$ cat src/rtl/pet_pkg.sv
// Shared types and constants for the PRG loader block.
package pet_pkg;

  // Loader sequencing states
  typedef enum logic [2:0] {
    ST_IDLE   = 3'd0,
    ST_HEADER = 3'd1,
    ST_DATA   = 3'd2,
    ST_WRITE  = 3'd3,
    ST_PTR    = 3'd4,
    ST_DONE   = 3'd5
  } state_t;

  // ioctl_index that identifies a PRG file
  localparam logic [7:0]  PRG_INDEX_DEF = 8'h41;
  // First of the BASIC end-of-program pointers (VARTAB, ARYTAB, STREND)
  localparam logic [15:0] VARTAB_ADDR   = 16'h002A;
  // First address above user RAM
  localparam logic [15:0] RAM_TOP_DEF   = 16'h8000;
  // Three 16-bit pointers, written low byte first
  localparam int          PTR_WRITES    = 6;

endpackage

$ cat src/rtl/dma_write_port.sv
// Single-entry write port toward CPU RAM: holds address/data and runs the
// req/ack handshake. Used for both file data and pointer fix-up writes.
module dma_write_port (
  input  logic        clk,
  input  logic        reset_n,
  input  logic        start,
  input  logic        abort,
  input  logic [15:0] addr,
  input  logic [7:0]  data,
  input  logic        dma_ack,
  output logic        dma_req,
  output logic [15:0] dma_addr,
  output logic [7:0]  dma_din,
  output logic        accepted
);

  // The RAM takes the write in the cycle it acknowledges a pending request
  assign accepted = dma_req & dma_ack;

  // Request flag and hold registers; abort beats a new start, start beats ack
  always_ff @(posedge clk or negedge reset_n) begin
    if (!reset_n) begin
      dma_req  <= 1'b0;
      dma_addr <= '0;
      dma_din  <= '0;
    end else if (abort) begin
      // NOTE: non-blocking assignments keep every register updating from
      // pre-edge values, so the order of these branches cannot create races.
      dma_req <= 1'b0;
    end else if (start) begin
      dma_req  <= 1'b1;
      dma_addr <= addr;
      dma_din  <= data;
    end else if (accepted) begin
      dma_req <= 1'b0;
    end
  end

endmodule

$ cat src/rtl/prg_loader.sv
// Streams a Commodore PRG file from the HPS ioctl bus into CPU RAM, then
// rewrites the BASIC end-of-program pointers to the address after the load.
module prg_loader
  import pet_pkg::*;
#(
  parameter logic [7:0]  PRG_INDEX = PRG_INDEX_DEF,
  parameter logic [15:0] PTR_BASE  = VARTAB_ADDR,
  parameter logic [15:0] RAM_TOP   = RAM_TOP_DEF
) (
  input  logic        clk,
  input  logic        reset_n,
  input  logic        ioctl_download,
  input  logic [7:0]  ioctl_index,
  input  logic        ioctl_wr,
  input  logic [24:0] ioctl_addr,
  input  logic [7:0]  ioctl_dout,
  output logic        ioctl_wait,
  output logic        dma_req,
  input  logic        dma_ack,
  output logic [15:0] dma_addr,
  output logic [7:0]  dma_din,
  output logic        busy,
  output logic        done,
  output logic        overflow,
  output logic [15:0] end_addr
);

  state_t      state, state_nxt;
  logic        dl_prev;
  logic [15:0] load_addr;
  logic [15:0] wr_addr;
  logic [2:0]  ptr_cnt;

  logic        dl_rise;
  logic        wr_ok;
  logic        accepted;
  logic        restart, hdr_lo, hdr_hi, data_start, drop;
  logic        wr_inc, ptr_enter, ptr_start, ptr_inc;
  logic        wp_start;
  logic [15:0] wp_addr;
  logic [7:0]  wp_data;

  // A new PRG download begins on the rising edge of the window with our index
  assign dl_rise = ioctl_download & ~dl_prev & (ioctl_index == PRG_INDEX);
  assign wr_ok   = (wr_addr < RAM_TOP);

  // Data bytes and pointer bytes share the one write port
  assign wp_start = data_start | ptr_start;
  assign wp_addr  = data_start ? wr_addr : PTR_BASE + 16'(ptr_cnt);
  assign wp_data  = data_start ? ioctl_dout
                               : (ptr_cnt[0] ? end_addr[15:8] : end_addr[7:0]);

  dma_write_port u_port (
    .clk      (clk),
    .reset_n  (reset_n),
    .start    (wp_start),
    .abort    (restart),
    .addr     (wp_addr),
    .data     (wp_data),
    .dma_ack  (dma_ack),
    .dma_req  (dma_req),
    .dma_addr (dma_addr),
    .dma_din  (dma_din),
    .accepted (accepted)
  );

  // State register
  always_ff @(posedge clk or negedge reset_n) begin
    if (!reset_n) state <= ST_IDLE;
    else          state <= state_nxt;
  end

  // Next state and per-cycle datapath strobes; a restart overrides everything
  always_comb begin
    // NOTE: every signal gets a default before the case so no path leaves one
    // unassigned, which would otherwise infer a latch.
    state_nxt  = state;
    restart    = 1'b0;
    hdr_lo     = 1'b0;
    hdr_hi     = 1'b0;
    data_start = 1'b0;
    drop       = 1'b0;
    wr_inc     = 1'b0;
    ptr_enter  = 1'b0;
    ptr_start  = 1'b0;
    ptr_inc    = 1'b0;
    if (dl_rise) begin
      restart   = 1'b1;
      state_nxt = ST_HEADER;
    end else begin
      case (state)
        ST_IDLE: ;
        ST_HEADER: begin
          hdr_lo = ioctl_wr && (ioctl_addr == 25'd0);
          if (ioctl_wr && (ioctl_addr == 25'd1)) begin
            hdr_hi    = 1'b1;
            state_nxt = ST_DATA;
          end else if (!ioctl_download) begin
            state_nxt = ST_IDLE;
          end
        end
        ST_DATA: begin
          // A byte arriving with the end of the window is handled first
          if (ioctl_wr && wr_ok) begin
            data_start = 1'b1;
            state_nxt  = ST_WRITE;
          end else begin
            drop = ioctl_wr;
            if (!ioctl_download) begin
              ptr_enter = 1'b1;
              state_nxt = ST_PTR;
            end
          end
        end
        ST_WRITE: begin
          if (accepted) begin
            wr_inc = 1'b1;
            if (!ioctl_download) begin
              ptr_enter = 1'b1;
              state_nxt = ST_PTR;
            end else begin
              state_nxt = ST_DATA;
            end
          end
        end
        ST_PTR: begin
          // ptr_cnt counts completed pointer writes; the next one is issued
          // in the idle cycle after each acknowledge
          if (accepted) begin
            if (ptr_cnt == 3'(PTR_WRITES - 1)) state_nxt = ST_DONE;
            else                               ptr_inc   = 1'b1;
          end else if (!dma_req) begin
            ptr_start = 1'b1;
          end
        end
        ST_DONE: state_nxt = ST_IDLE;
        default: state_nxt = ST_IDLE;
      endcase
    end
  end

  // Load address, write pointer, pointer counter and result registers
  always_ff @(posedge clk or negedge reset_n) begin
    if (!reset_n) begin
      // Treat the window as already high so a download still in progress
      // at reset release is not mistaken for a fresh start.
      dl_prev   <= 1'b1;
      load_addr <= '0;
      wr_addr   <= '0;
      ptr_cnt   <= '0;
      overflow  <= 1'b0;
      end_addr  <= '0;
    end else begin
      dl_prev <= ioctl_download;
      if (restart) begin
        load_addr <= '0;
        overflow  <= 1'b0;
        ptr_cnt   <= '0;
      end else begin
        if (hdr_lo) load_addr[7:0] <= ioctl_dout;
        if (hdr_hi) begin
          load_addr[15:8] <= ioctl_dout;
          wr_addr         <= {ioctl_dout, load_addr[7:0]};
        end
        if (drop)      overflow <= 1'b1;
        if (wr_inc)    wr_addr  <= wr_addr + 16'd1;
        if (ptr_enter) end_addr <= wr_inc ? wr_addr + 16'd1 : wr_addr;
        if (ptr_inc)   ptr_cnt  <= ptr_cnt + 3'd1;
      end
    end
  end

  assign busy       = (state != ST_IDLE);
  assign done       = (state == ST_DONE);
  assign ioctl_wait = (state == ST_WRITE) || (state == ST_PTR);

endmodule

$ cat config.mk
export PLATFORM = sky130hd
export DESIGN_NAME = prg_loader
export DESIGN_NICKNAME = d
export VERILOG_FILES = /design/src/rtl/pet_pkg.sv /design/src/rtl/dma_write_port.sv /design/src/rtl/prg_loader.sv
export SDC_FILE = /design/constraint.sdc
export NUM_CORES = 1
export LEC_CHECK = 0
export BUFFER_PORTS_ARGS = -buffer_cell sky130_fd_sc_hd__buf_2
export CAP_MARGIN = 5
export CELL_PAD_IN_SITES_DETAIL_PLACEMENT = 1
export CELL_PAD_IN_SITES_GLOBAL_PLACEMENT = 2
export CORE_ASPECT_RATIO = 1.25
export CORE_MARGIN = 3
export CORE_UTILIZATION = 33
export DETAILED_ROUTE_END_ITERATION = 12
export PLACE_DENSITY_LB_ADDON = 0.12
export SLEW_MARGIN = 20
export SYNTH_ARGS = -nofsm -noshare
export SYNTH_HDL_FRONTEND = slang
export SYNTH_SLANG_ARGS = --single-unit
$ cat constraint.sdc
create_clock -name clk -period 2 [get_ports clk]
set_input_delay 0.3 -clock clk [delete_from_list [all_inputs] [get_ports clk]]
set_output_delay 0.3 -clock clk [all_outputs]
set_load 0.005 [all_outputs]
Yosys cells after proc, flatten, opt, wreduce, memory -nomap -nowiden --
Index checks and enable logic that the tools add are counted.
Word-level totals: latch bits 0, memories kept 0, RAM bits 0, register bits after elaboration 73, bits in read-only memories 0
Operators by class: bitwise logic cells 6, equal/unequal tests 14, $mul 0, reductions and logical operators 16, div/mod/pow operators 0, shift operators 0, multiplexer cells 53, $lt $le $gt $ge 1, $add $sub $neg 3
Operators with widths (count):
- 2-to-1 mux 16 bit | 4
- 2-to-1 mux 3 bit | 11
- 2-to-1 mux 1 bit | 32
- 2-to-1 mux 8 bit | 4
- == test 25 x 1 -> 1 bit, second input constant | 1
- zero test 25 bit | 1
- adder 16 x 1 -> 16 bit, second input constant | 1
- < comparator 16 bit, second input constant | 1
- one-hot mux 3 bit (5 select lines) | 1
- == test 3 bit, second input constant | 3
- inequality test 3 bit, second input constant | 3
- == test 8 x 7 -> 1 bit, second input constant | 1
- inequality test 4 bit, second input constant | 2
- nonzero test 2 bit | 4
- adder 6 x 3 -> 7 bit, first input constant | 1
- == test 3 x 2 -> 1 bit, second input constant | 2
- AND reduction 2 bit | 3
- AND reduction 6 bit | 1
- nonzero test 3 bit | 2
- adder 3 x 1 -> 3 bit, second input constant | 1
- bitwise AND 1 bit | 3
- == test 3 x 1 -> 1 bit, second input constant | 1
- logical AND 1 bit | 3
- zero test 3 bit | 1
- other kinds (5) | 6

Depth between registers and ports, before layout --
depth in word-level cells 8, gate-level depth with buffers 7, depth with buffers taken out 7

By module --
A second synthesis with hierarchy kept.
Second synthesis, totals: cells, all modules 419, area total of the unflattened synthesis 4174.0 µm²
Modules (own cells, without submodules):
- prg_loader | times used 1, area an instance 3116.7 µm², cells each 362
- dma_write_port | times used 1, area an instance 1057.3 µm², cells each 57

Worst setup path after synthesis --
No wires, ideal clock.
path kind register to register, start point reg dl_prev, end point reg wr_addr[1], slack 282 ps, data arrival time 1593 ps, path buffers 0, cell stages (with the launch flop) 6, cell sequence dfstp_2 and4bb_1 nand4_1 nand2_2 mux2_1 mux2_2
Between the ends: longest elaborated chain between the ends 6, elaborated cells between the ends (all ways) 10, those cells by class 4 x mux; 4 x bitwise; 2 x reduce/logical
RTL lines:
- start: declaration | line prg_loader.sv:29 | logic dl_prev;
- start signal: assignment | line prg_loader.sv:154 | dl_prev <= ioctl_download;
- NOT 1 bit * | line prg_loader.sv:44 | assign dl_rise = ioctl_download & ~dl_prev & (ioctl_index == PRG_INDEX);
- bitwise AND 1 bit * (2 in series) | line prg_loader.sv:44
- 2-to-1 mux 1 bit | line prg_loader.sv:87 | if (dl_rise) begin
- nonzero test 2 bit (no line) or NOT 1 bit (tied branches)
- AND reduction 2 bit (no line)
- end signal: assignment | line prg_loader.sv:163 | wr_addr <= {ioctl_dout, load_addr[7:0]};
- end signal: assignment | line prg_loader.sv:166 | if (wr_inc) wr_addr <= wr_addr + 16'd1;
- end: declaration | line prg_loader.sv:31 | logic [15:0] wr_addr;
Every way passes the cells marked *; elsewhere a longest branch is shown, timed or not. A chain may end at the register's enable or synchronous reset.

Worst setup path after layout --
start point reg state[1], end point out ioctl_wait
Between the ends: longest elaborated chain between the ends 2, elaborated cells between the ends (all ways) 3, those cells by class 2 x eq/ne; 1 x reduce/logical
RTL lines:
- start: declaration | line prg_loader.sv:28 | state_t state, state_nxt;
- start signal: assignment | line prg_loader.sv:70 | else state <= state_nxt;
- == test 3 x 2 -> 1 bit or == test 3 bit (tied branches) | line prg_loader.sv:175 | assign ioctl_wait = (state == ST_WRITE) || (state == ST_PTR);
- logical OR 1 bit * | line prg_loader.sv:175
- end: declaration | line prg_loader.sv:17 | output logic ioctl_wait,
Marks and branches as above.

==> run_results.csv <==
group,metric,value,unit
grt,gr-total-overflow,0,
die,core-area,11700,sq um
timing,hold_ws,0.217,ns
power_and_ir_drop,p_leak,2.46,nW
timing,worst_clock_skew,0.00494,ns
synthesis,postSynthCellCount,406,
synthesis,synth.distinct_cells,67,
drt,ant_nets,0,
finish,area.sequential,1830,sq um
worst_hold_path,min_path_type,"in2reg",
clock_tree,clk_pin_slew,0.06,ns
run_status,outcome,"completed",
drt,wl_met1,5.76,mm
clock_tree,cts_buffers,9,
synthesis,netlist_area,3970,sq um
synthesis,ys.flop_type,"dfrtp_1",
setup_path,end_kind,"output port",
setup_path,crit_family,"simple AND/OR/NAND/NOR gates",
placement,gp_congestion,0.838,
timing,finalMaxSlewViolations,0,
drt,drt_iter0_markers,178,
clock_tree,htreeDepth,3,
clock_tree,cts.path.max_buffers,2,
timing,fin_crit,1.91,ns
die,num_rows,44,
placement,placed_area,4880,sq um
synthesis,syn_nets,456,
setup_path,path_depth,5,
setup_path,ff2ff_path_depth,7,
timing,setup_slack,0.0879,ns
drt,vias,3613,
setup_path,endpoint,"ioctl_wait",
setup_path,criticalPathCategory,"reg2out",
timing,fin_setup_tns,0,ns
finish,multi_input_area,2010,sq um
finish,final_cell_mix,"buf_2 (90), dfrtp_1 (72), nor2_1 (46)",
timing,slew_headroom,60.3,%
die,dieArea,13400,sq um
synthesis,synth-edff-count,0,
synthesis,ys_async_sr_fraction,100,%
synthesis,syn_area_per_cell,9.77,sq um
setup_path,crit_top_cell,"buf_4",
grt,track_usage,20.5,%
setup_path,reg2reg_from,"state[1]$_DFFE_PN0P_",
finish,nNetsFinal,577,
setup_path,worstPathMaxFanout,7,
setup_path,crit_slowest_cell,"dfrtp_1",
finish,diodes,0,
die,die-height,129,um
finish,fin_util,44.3,%
die,die_w,104,um
grt,grt_first_pass_wirelength,21.3,mm
timing,finalSetupViolCount,0,
setup_path,cp_cell_sequence,"buf_4 -> or3b_4 -> buf_4 -> nand2_1 -> buf_2",
timing,rsz0062_at_grt,"true",
clock_tree,cts_tree,"built",
timing,finalHoldViolations,0,
worst_hold_path,worstHoldStart,"ioctl_download",
placement,hpwlAfterDp,10.2,mm
setup_path,cp_data_arrival_time,1.61,ns
timing,worst_pin_slew,0.596,ns
timing,fin_crit_sh,95.6,%
drt,drt-pass1-iter-count,4,
finish,drive_gt1_share,34.3,%
drt,vias_per_cell,5.23,
setup_path,r2r_end,"u_port.dma_addr[0]$_DFFE_PN0P_",
drt,wire_per_inst,19.5,um
power_and_ir_drop,power_density,618,nW/um^2
drt,highest_layer,"met4",
clock_tree,clk_latency,0.34,ns
synthesis,yosysWarnings,0,
die,pin_count,91,
setup_path,worstPathRequired,1.70,ns
drt,finalWirelength,13.5,mm
worst_hold_path,holdPathStages,2,
drt,drc,0,
placement,port_buffers,90,
grt,grt_max_degree,34,
setup_path,cp_num_buf_inv,3,
drt,route.met3.wl,472,um
grt,grt_pass1_vias,3828,
finish,syn_to_final_growth,30.5,%
drt,wl_met2,6.99,mm
clock_tree,cts-root-buf,"clkbuf_16",
setup_path,reg2reg_slack,0.10,ns
die,start_util,34.0,%
finish,fillers,1364,
synthesis,seq_area_frac_synth,46.1,%
setup_path,startpoint,"state[1]$_DFFE_PN0P_",
clock_tree,cts_sinks,73,
flow_run,cap_violations,0,
clock_tree,cts.repair_timing.setup_buffer_count,0,
setup_path,cp-start-kind,"flip-flop",
finish,fin_area,5170,sq um
grt,grt_antenna_before_repair,0,
placement,preCtsSetupSlack,0.0630,ns
timing,max_freq,523,MHz
synthesis,ys_ff_latch,73,
power_and_ir_drop,ir_worst_vdd,0.000311,V
setup_path,slowest_delay,0.38,ns
finish,final_common_cell,"buf_2",
-- Yosys cell counts, drive strengths merged (6+ instances only) --
| cell type | instances | area share [%] |
|---|---|---|
| a21oi | 27 | 3.5 |
| nand2 | 37 | 3.6 |
| o21ai | 26 | 3.6 |
| nor4 | 7 | 2.0 |
| dfrtp | 72 | 45 |
| xnor2 | 11 | 2.4 |
| o2bb2ai | 7 | 1.5 |
| o22ai | 11 | 1.7 |
| and3 | 6 | 0.95 |
| mux2 | 10 | 2.8 |
| mux2i | 10 | 2.5 |
| a22o | 7 | 1.5 |
| nand3 | 11 | 2.0 |
| a22oi | 6 | 1.1 |
| nor2 | 52 | 5.7 |
| nand4 | 13 | 2.1 |
| inv | 7 | 0.66 |
| buf | 19 | 2.7 |
| nor3 | 6 | 1.0 |
-- sequential cells by signal, indices dropped and copies added (netlist names) --
register	flops
dl_prev	1
end_addr	16
load_addr	8
overflow	1
ptr_cnt	3
state	3
u_port.dma_addr	16
u_port.dma_din	8
u_port.dma_req	1
wr_addr	16
-- layer usage --
| metal | vias to the layer above | track usage (%) |
|---|---|---|
| li1 | 1725 | - |
| met1 | 1801 | 24.6 |
| met2 | 68 | 36.8 |
| met3 | 19 | 4.21 |
| met4 | 0 | 7.04 |
| met5 | - | 0 |
-- final cells by class --
type / instances / area share [%]
inverters: 7 / 0.508
flip-flops and latches: 73 / 35.3
multi-input cells: 303 / 38.8
clock buffers: 9 / 4.35
repair buffers: 133 / 16.4
clock inverters: 5 / 0.677
well taps: 161 / 3.89
-- kinds of logic after synthesis --
family	after synthesis	synth area share, %
AO/OA/AOI/OAI	105	17.5
XOR/XNOR	15	3.31
adder cells (fa/ha/maj)	4	1.26
buffers and inverters	31	3.82
flip-flops	73	46.1
multiplexers	20	5.36
AND/OR/NAND/NOR	158	22.7
-- stage by stage --
step	instances	total power, W
final	691	0.00320
after global routing	691	0.00334
after detailed placement	675	0.00177
after CTS	690	0.00324
after global placement	675	0.00177
after floorplan	406	0.00162
-- worst min path at each step --
stage	slack (ns)	endpoint
5_1_grt	0.22	dl_prev$_DFF_PN1_
3_3_place_gp	0.34	end_addr[3]$_DFFE_PN0P_
6_report	0.22	dl_prev$_DFF_PN1_
4_1_cts	0.21	dl_prev$_DFF_PN1_
3_5_place_dp	0.34	u_port.dma_din[5]$_DFFE_PN0P_
2_1_floorplan	0.004	end_addr[0]$_DFFE_PN0P_
-- power by group --
| part | switching [W] | internal, W | leakage, nW |
|---|---|---|---|
| Clock | 0.000631 | 0.000822 | 0.115 |
| Sequential | 0.0000212 | 0.00149 | 1.01 |
| Combinational | 0.000130 | 0.000105 | 1.33 |
-- what timing repair did --
item | in CTS | in global routing
setup endpoints to repair | 0 | 5
gates resized for setup | 0 | 4
endpoints found under the hold margin | 17 | 0
hold buffers | 1 | 0
(Power assumes the default switching activity.)
